==> config.mk <==
export PLATFORM = sky130hd
export DESIGN_NAME = lap_sampler
export DESIGN_NICKNAME = d
export VERILOG_FILES = /design/src/rtl/lap_sampler_pkg.sv /design/src/rtl/lap_sampler_bcd_digit_ctr.sv /design/src/rtl/lap_sampler.sv
export SDC_FILE = /design/constraint.sdc
export NUM_CORES = 1
export LEC_CHECK = 0
export BUFFER_PORTS_ARGS = -buffer_cell sky130_fd_sc_hd__buf_4
export CORE_ASPECT_RATIO = 1.25
export CORE_UTILIZATION = 50
export CTS_BUF_LIST = sky130_fd_sc_hd__clkbuf_16
export DETAILED_ROUTE_END_ITERATION = 10
export PLACE_DENSITY = 0.71
export RECOVER_POWER = 25
export SKIP_CTS_REPAIR_TIMING = 1
export SLEW_MARGIN = 20
export SYNTH_ARGS = -nofsm -noshare
export SYNTH_HDL_FRONTEND = slang
export SYNTH_SLANG_ARGS = --single-unit
==> constraint.sdc <==
create_clock -name clk -period 2.9 [get_ports clk]
set_input_delay 0.58 -clock clk [delete_from_list [all_inputs] [get_ports clk]]
set_output_delay 0.58 -clock clk [all_outputs]
set_load 0.005 [all_outputs]
==> src/rtl/lap_sampler_pkg.sv <==
// Shared types and constants for the stopwatch lap sampler.
// Latency: none (types, constants and a pure helper function only).
// Backpressure: not applicable.
package lap_sampler_pkg;

    typedef enum logic [1:0] {
        ST_IDLE  = 2'd0,
        ST_RUN   = 2'd1,
        ST_PAUSE = 2'd2
    } state_t;

    localparam int DIGIT_W  = 4;
    localparam int SAMPLE_W = 8;
    localparam logic [DIGIT_W-1:0] BCD_MAX = 4'd9;

    // True when a BCD digit is at its top value and the next increment must wrap.
    function automatic logic digit_at_max(input logic [DIGIT_W-1:0] digit);
        return (digit == BCD_MAX);
    endfunction

endpackage

==> src/rtl/lap_sampler_bcd_digit_ctr.sv <==
// One BCD digit (0-9) with increment input and ripple carry output.
// Latency: digit updates one cycle after inc; carry_out is combinational from inc.
// Backpressure: none; every inc pulse is counted.
module bcd_digit_ctr
    import lap_sampler_pkg::*;
(
    input  logic               clk,
    input  logic               reset,
    input  logic               clr,
    input  logic               inc,
    output logic [DIGIT_W-1:0] digit_out,
    output logic               carry_out
);

    logic [DIGIT_W-1:0] digit_q;
    logic [DIGIT_W-1:0] digit_d;

    // Next digit: clear has priority, increment wraps 9 -> 0.
    always_comb begin
        digit_d = digit_q;
        if (clr) begin
            digit_d = '0;
        end else if (inc) begin
            digit_d = digit_at_max(digit_q) ? '0 : digit_q + DIGIT_W'(1);
        end
    end

    // Digit register.
    always_ff @(posedge clk) begin
        if (reset) begin
            digit_q <= '0;
        end else begin
            digit_q <= digit_d;
        end
    end

    assign digit_out = digit_q;
    assign carry_out = inc && digit_at_max(digit_q);

endmodule

==> src/rtl/lap_sampler.sv <==
// Stopwatch front end: BCD 00-99 seconds counter with start/stop/clear and lap capture.
// Latency: button press to strobe/state change 1 cycle (DEBOUNCE_CYCLES+2 with LAP_SAMPLER_DEBOUNCE_EN).
// Backpressure: none; the lap stash always accepts, so every capture is a one-cycle strobe.
module lap_sampler
    import lap_sampler_pkg::*;
#(
    parameter int TICKS_PER_UNIT  = 100_000_000,
    parameter int DEBOUNCE_CYCLES = 1_000_000
) (
    input  logic                clk,
    input  logic                reset,
    input  logic                btn_start,
    input  logic                btn_lap,
    input  logic                btn_clear,
    output logic [SAMPLE_W-1:0] time_out,
    output logic [SAMPLE_W-1:0] sample_out,
    output logic                sample_valid,
    output logic                running
);

    localparam int PW = (TICKS_PER_UNIT > 1) ? $clog2(TICKS_PER_UNIT) : 1;

    // Button bit order: [0]=start, [1]=lap, [2]=clear.
    logic [2:0] btn_raw;
    logic [2:0] btn_lvl;

    assign btn_raw = {btn_clear, btn_lap, btn_start};

`ifdef LAP_SAMPLER_DEBOUNCE_EN
    localparam int DB_W = $clog2(DEBOUNCE_CYCLES + 1);

    for (genvar i = 0; i < 3; i++) begin : g_db
        logic [DB_W-1:0] cnt_q;
        logic [DB_W-1:0] cnt_d;
        logic            filt_q;
        logic            filt_d;

        // Count consecutive cycles the raw level disagrees with the filtered one; flip once stable.
        always_comb begin
            cnt_d  = '0;
            filt_d = filt_q;
            if (btn_raw[i] != filt_q) begin
                if (cnt_q == DB_W'(DEBOUNCE_CYCLES)) begin
                    filt_d = btn_raw[i];
                end else begin
                    cnt_d = cnt_q + DB_W'(1);
                end
            end
        end

        // Filtered level resets high so a button held through reset is not a press.
        always_ff @(posedge clk) begin
            if (reset) begin
                cnt_q  <= '0;
                filt_q <= 1'b1;
            end else begin
                cnt_q  <= cnt_d;
                filt_q <= filt_d;
            end
        end

        assign btn_lvl[i] = filt_q;
    end
`else
    assign btn_lvl = btn_raw;
`endif

    logic [2:0]          btn_prev_q;
    logic [2:0]          btn_press;
    state_t              state_q;
    state_t              state_d;
    logic [PW-1:0]       presc_q;
    logic [PW-1:0]       presc_d;
    logic [SAMPLE_W-1:0] sample_q;
    logic [SAMPLE_W-1:0] sample_d;
    logic                sample_vld_q;
    logic                sample_vld_d;
    logic                running_q;
    logic                running_d;
    logic                start_p;
    logic                lap_p;
    logic                clr_p;
    logic                tick;
    logic                clear_evt;
    logic                capture;
    logic [DIGIT_W-1:0]  ones_digit;
    logic [DIGIT_W-1:0]  tens_digit;
    logic                ones_carry;
    logic                tens_carry_unused;

    assign btn_press = btn_lvl & ~btn_prev_q;
    assign start_p   = btn_press[0];
    assign lap_p     = btn_press[1];
    assign clr_p     = btn_press[2];

    assign tick      = (state_q == ST_RUN) && (presc_q == PW'(TICKS_PER_UNIT - 1));
    assign clear_evt = (state_q == ST_PAUSE) && clr_p;
    assign capture   = lap_p && ((state_q == ST_RUN) || (state_q == ST_PAUSE));

    // Next-state, prescaler and lap capture, all judged against this cycle's state and time.
    always_comb begin
        state_d = state_q;
        unique case (state_q)
            ST_IDLE:  if (start_p) state_d = ST_RUN;
            ST_RUN:   if (start_p) state_d = ST_PAUSE;
            ST_PAUSE: begin
                // Clear beats start when both are pressed together.
                if (clr_p) begin
                    state_d = ST_IDLE;
                end else if (start_p) begin
                    state_d = ST_RUN;
                end
            end
            default:  state_d = ST_IDLE;
        endcase

        presc_d = presc_q;
        if (clear_evt) begin
            presc_d = '0;
        end else if (state_q == ST_RUN) begin
            presc_d = tick ? '0 : presc_q + PW'(1);
        end

        sample_d     = capture ? time_out : sample_q;
        sample_vld_d = capture;
        running_d    = (state_d == ST_RUN);
    end

    // Control registers; reset drops any pending strobe.
    always_ff @(posedge clk) begin
        if (reset) begin
            btn_prev_q   <= 3'b111;
            state_q      <= ST_IDLE;
            presc_q      <= '0;
            sample_q     <= '0;
            sample_vld_q <= 1'b0;
            running_q    <= 1'b0;
        end else begin
            btn_prev_q   <= btn_lvl;
            state_q      <= state_d;
            presc_q      <= presc_d;
            sample_q     <= sample_d;
            sample_vld_q <= sample_vld_d;
            running_q    <= running_d;
        end
    end

    bcd_digit_ctr u_ones (
        .clk       (clk),
        .reset     (reset),
        .clr       (clear_evt),
        .inc       (tick),
        .digit_out (ones_digit),
        .carry_out (ones_carry)
    );

    // Tens carry is dropped: 99 wraps silently to 00.
    bcd_digit_ctr u_tens (
        .clk       (clk),
        .reset     (reset),
        .clr       (clear_evt),
        .inc       (ones_carry),
        .digit_out (tens_digit),
        .carry_out (tens_carry_unused)
    );

    assign time_out     = {tens_digit, ones_digit};
    assign sample_out   = sample_q;
    assign sample_valid = sample_vld_q;
    assign running      = running_q;

endmodule

Yosys cells after proc, flatten, opt, wreduce, memory -nomap -nowiden --
Index checks and enable logic that the tools add are counted. Widths: inputs -> output; s select.
Storage, ports and cells: register bits 50, input bits 5, output and inout port bits 18, logic and storage cells 33
Cells by class: add/subtract/negate cells 3, equality and inequality tests 6, mux-type cells 7, bitwise operators 2, reduce and logical (&&, ||, !) cells 7
Operators with widths (count):
- $add 27x1->27 const B | 1
- $eq 27x27->1 const B | 1
- $mux 27 | 1
- $add 4x1->4 const B | 2
- $eq 4x4->1 const B | 2
- $mux 4 | 2
- $mux 2 | 3
- $pmux 2 s3 | 1
- $eq 2x1->1 const B | 2
- $logic_and 1x1->1 | 4
- $and 3x3->3 | 1
- $not 3->3 | 1
- $eq 2x2->1 const B | 1
- $logic_not 2->1 | 1
- $reduce_or 2->1 | 1
- $logic_or 1x1->1 | 1

Logic depth before layout (Yosys ltp) --
word-level depth 6, depth in mapped cells 8, depth with buffers taken out 7

By module --
From an unflattened synthesis, not the netlist that was laid out.
Second synthesis, totals: cells, all modules 256, area, all modules 2413.6 µm²
By module, submodules not included:
- lap_sampler | times used 1, cells an instance 216, area each 2035.7 µm², sequential area each 840.8 µm²
- bcd_digit_ctr | times used 2, cells an instance 20, area each 188.9 µm², sequential area each 80.1 µm²

Worst setup path before layout --
OpenSTA, ideal clock, no wires.
kind register to register, start point reg state_q[1], end point reg presc_q[19], arrival time 1.709 ns, required time 2.786 ns, path slack 1.077 ns, stages on the path, launching flop included 9, clock period less this slack 1.823 ns, path through dfxtp_1 > inv_1 > ha_1 > buf_2 > nand4_1 > nor4_2 > nand4_1 > xor2_1 > nor2_1
On the way: cells in the longest elaborated chain, start to end 3
RTL lines:
- from (decl) | line lap_sampler.sv:70 | state_t state_q;
- from (signal assigned) | line lap_sampler.sv:140 | state_q <= state_d;
- $eq 2x1->1 / $eq 2x2->1 (equally long branches) | line lap_sampler.sv:96, lap_sampler.sv:120, lap_sampler.sv:97
- $logic_and 1x1->1, on equally long branches | line lap_sampler.sv:96, lap_sampler.sv:97
- $mux 27 / $reduce_or 2->1 (equally long branches)
- to (signal assigned) | line lap_sampler.sv:141 | presc_q <= presc_d;
- to (decl) | line lap_sampler.sv:72 | logic [PW-1:0] presc_q;
Parallel ways exist; a longest one is shown, timed or not. A chain may end at the register's enable or synchronous reset.

Worst setup path after layout --
start point reg state_q[1], end point reg u_tens.digit_q[1] (netlist: u_tens.digit_out[1])
On the way: cells in the longest elaborated chain, start to end 3
RTL lines:
- $eq 2x2->1 / $eq 2x1->1 (equally long branches) | line lap_sampler.sv:97, lap_sampler.sv:96
- $logic_and 1x1->1, on equally long branches | line lap_sampler.sv:97, lap_sampler.sv:96
- $reduce_or 2->1 (no source line) / $logic_and 1x1->1 (equally long branches)
- to (signal assigned) | line lap_sampler_bcd_digit_ctr.sv:33 | digit_q <= digit_d;
- to (decl) | line lap_sampler_bcd_digit_ctr.sv:15 | logic [DIGIT_W-1:0] digit_q;
Parallel ways exist; a longest one is shown, timed or not.

==> results_dict.tcl <==
set metrics [dict create \
    result_of_the_run "finished clean" \
    min_delay_worst_endpoint "sample_out[5]" \
    yosys-top-cells-area "sky130_fd_sc_hd__dfxtp_1 45%, sky130_fd_sc_hd__nor2_1 7.9%, sky130_fd_sc_hd__xor2_1 7.9%" \
    initial_utilization 0.534 \
    placement.cell_area_um2 2450 \
    post_synth_instance_area_um2 2220 \
    antenna_found_initial 0 \
    ioPinCount 23 \
    grt_setup_unrepaired "no" \
    hold_viol_final 0 \
    fin_setup_tns_ns 0 \
    numPlacedInstances 327 \
    max-cap-violations 0 \
    crit_top_cell "sky130_fd_sc_hd__nand4_1" \
    peak_per_stage_delay_on_the_critical_path_ns 0.60 \
    ff2ff_path_depth 7 \
    overflow 0 \
    worstPathRequired_ns 3.11 \
    ys.warnings.count 0 \
    hold_class "reg2reg" \
    max-slew-margin-rel 0.558 \
    avgViaCountPerCell 5.32 \
    cts_tree "done" \
    fmax_mhz 416 \
    critPathLaunchType "flip-flop" \
    hpwl_um 2880 \
    final_net_count 288 \
    gp_congestion 0.792 \
    pin_count_of_the_biggest_net_entering_global_routing 18 \
    final_clock_skew_ns 0.00372 \
    critPathBufInv 1 \
    synth_top_area_share 0.450 \
    report.final.slew_viol_count 0 \
    timing.hold.ws_ns 0.483 \
    num_rows 26 \
    critPathKind "reg2reg" \
    seqCellArea_um2 1000 \
    power_density_nw_per_um2 504 \
    cell_depth_of_the_worst_min_delay_path 2 \
    fp.dieH_um 76.5 \
    critical_path.max_fanout 11 \
    clock_tree.buffer_depth 2 \
    area.growth.synth_to_final_pct 16.0 \
    final_area_um2 2580 \
    cts-root-buf "sky130_fd_sc_hd__clkbuf_16" \
    cts.reportedPaths.clkPinSlew_ns 0.06 \
    dominantRegCellSynth "sky130_fd_sc_hd__dfxtp_1" \
    global_route.peak_usage_layer "met2" \
    drt-wirelength-per-cell_um 12.1 \
    final_layout_size_suffix_gt1_frac 0.151 \
    synth.most_common_cell "sky130_fd_sc_hd__dfxtp_1" \
    pre_cts_ws_ns 0.528 \
    period_share 0.829 \
    global_route_wire_length_before_repair_um 6890 \
    clock-sinks 50 \
    synth.largest_area_cell "sky130_fd_sc_hd__dfxtp_1" \
    drt-initial-drc-count 78 \
    critical_path.slowest_cell "sky130_fd_sc_hd__or4_1" \
    fin_ws_ns 0.495 \
    placement.io_buffers 22 \
    multi_input_logic_area_um2 1150 \
    synth_commonest_cells "50 x sky130_fd_sc_hd__dfxtp_1, 47 x sky130_fd_sc_hd__nor2_1, 20 x sky130_fd_sc_hd__nand3_1, 20 x sky130_fd_sc_hd__xor2_1, 14 x sky130_fd_sc_hd__a21oi_1" \
    syn_avg_cell_area_um2 8.78 \
    worst_slew_pin_slew_ns 0.657 \
    design.core.area_um2 4160 \
    die_width_um 61.6 \
    worst-endpoint-arrival_ns 2.62 \
    first_global_vias 1604 \
    hold_crit_start "sample_out[5]" \
    worst_reg_to_reg_setup_slack_ns 0.50 \
    groute.layer.met1.usage 0.241 \
    design.die.area_um2 4720 \
    end_kind "flip-flop" \
    groute.usage.overall 0.191 \
    vdd.ir_drop.worst_mv 0.343 \
    synth_fp_nets 263 \
    fill_cells 384 \
    number_of_vias_in_the_routed_layout 1778 \
    final_antenna_net_count 0 \
    met3_usage 0.0374 \
    layout.cells.non_filler 334 \
    routed_wl_um 4060 \
    total_leakage_power_nw 1.01 \
    ys_async_sr_fraction 0 \
    synth_seq_cells 50 \
    timing.final.setup_violations 0 \
    synth-edff-count 0 \
    cp_top_family "simple AND/OR/NAND/NOR gates" \
    synthCells 253 \
    synth.yosys.seq_area_share 0.450 \
    globalRouteMet2Util 0.309 \
    rr_startpoint "state_q[1]" \
    antenna_cells 0 \
    clkLatencyLatePin_ns 0.28 \
    finalCriticalPeriod_ns 2.40 \
    detail_route.drc_violations 0 \
    crit-reg2reg-capture "u_tens.digit_out[1]" \
    synth_cell_types 39 \
    path_cells "inv_1, ha_1, nand4_1, nor3_1, nand4_1, or4_1, a21oi_1" \
    initial_drt_pass_iterations 4 \
    tritoncts_buffers 5 \
    cts_max_level 2 \
]
-- stage by stage --
stage,utilization,power (W)
3_5_place_dp,0.588,0.000772
3_3_place_gp,0.588,0.000771
4_1_cts,0.620,0.00132
5_1_grt,0.619,0.00135
2_1_floorplan,-,0.000754
6_report,0.619,0.00130
-- layout make-up --
type | count | share of cell area
flip-flops and latches | 50 | 0.388
clock inverters | 2 | 0.00388
repair buffers | 26 | 0.0742
multi-input cells | 188 | 0.448
clock buffers | 5 | 0.0485
well taps | 56 | 0.0272
inverters | 7 | 0.0102
-- power breakdown --
group | switching, W | internal [W] | total, W | leakage (nW)
clock | 0.000233 | 0.000312 | 0.000545 | 0.0694
combinational | 0.0000299 | 0.0000216 | 0.0000515 | 0.534
sequential | 0.00000837 | 0.000696 | 0.000705 | 0.404
-- metal layers --
metal / routed length [um] / vias to the layer above
li1: - / 928
met5: 0 / -
met2: 2020 / 20
met4: 50 / 0
met3: 90 / 4
met1: 1900 / 826
-- worst max-delay path by stage --
stage | start | cells after the start | slack, ns | to
floorplan | state_q[1] | 8 | 1.08 | presc_q[19]
global placement | state_q[1] | 7 | 0.60 | u_tens.digit_out[1]
detailed placement | state_q[1] | 7 | 0.53 | u_tens.digit_out[1]
CTS | state_q[1] | 7 | 0.49 | u_tens.digit_out[1]
global route | state_q[1] | 7 | 0.15 | u_tens.digit_out[1]
finish | state_q[1] | 7 | 0.50 | u_tens.digit_out[1]
-- sequential cells by signal, summed over array words and instances (netlist names) --
register and cells:
running 1, state_q 2, sample_valid 1, presc_q 27
u_ones.digit_out 4, btn_prev_q 3, u_tens.digit_out 4, sample_out 8
-- cells in the final DEF (no fill, tap or decap), types with 3 or more instances in the layout --
cell type                   count
sky130_fd_sc_hd__a21oi_1       14
sky130_fd_sc_hd__and3_1         4
sky130_fd_sc_hd__buf_4         14
sky130_fd_sc_hd__clkbuf_16      5
sky130_fd_sc_hd__clkbuf_4      11
sky130_fd_sc_hd__dfxtp_1       50
sky130_fd_sc_hd__ha_1           5
sky130_fd_sc_hd__inv_1          7
sky130_fd_sc_hd__mux2i_1        6
sky130_fd_sc_hd__nand2_1       12
sky130_fd_sc_hd__nand2b_1       4
sky130_fd_sc_hd__nand3_1       20
sky130_fd_sc_hd__nand4_1       11
sky130_fd_sc_hd__nor2_1        47
sky130_fd_sc_hd__nor4_1         4
sky130_fd_sc_hd__o21ai_0        4
sky130_fd_sc_hd__or2_2          3
sky130_fd_sc_hd__or4_1          5
sky130_fd_sc_hd__xnor2_1        6
sky130_fd_sc_hd__xor2_1        20
-- worst register-to-register path: cells and delay by family, from the launching register on --
| family | cells | cell delay (ns) |
|---|---|---|
| adders and majority gates | 1 | 0.35 |
| DFF | 1 | 0.35 |
| buffers and inverters | 1 | 0.10 |
| and+or+nand+nor | 4 | 1.39 |
| AOI/OAI and AO/OA | 1 | 0.15 |
-- cell families after synthesis --
kind of cell	count (synthesis)	share of synthesized area
AOI/OAI and AO/OA	25	0.0659
and+or+nand+nor	125	0.291
adders and majority gates	5	0.0282
muxes	7	0.0321
DFF	50	0.450
buffers and inverters	15	0.0298
xor gates and xnor gates	26	0.102
Note: power is estimated with default switching activity, not from simulation.
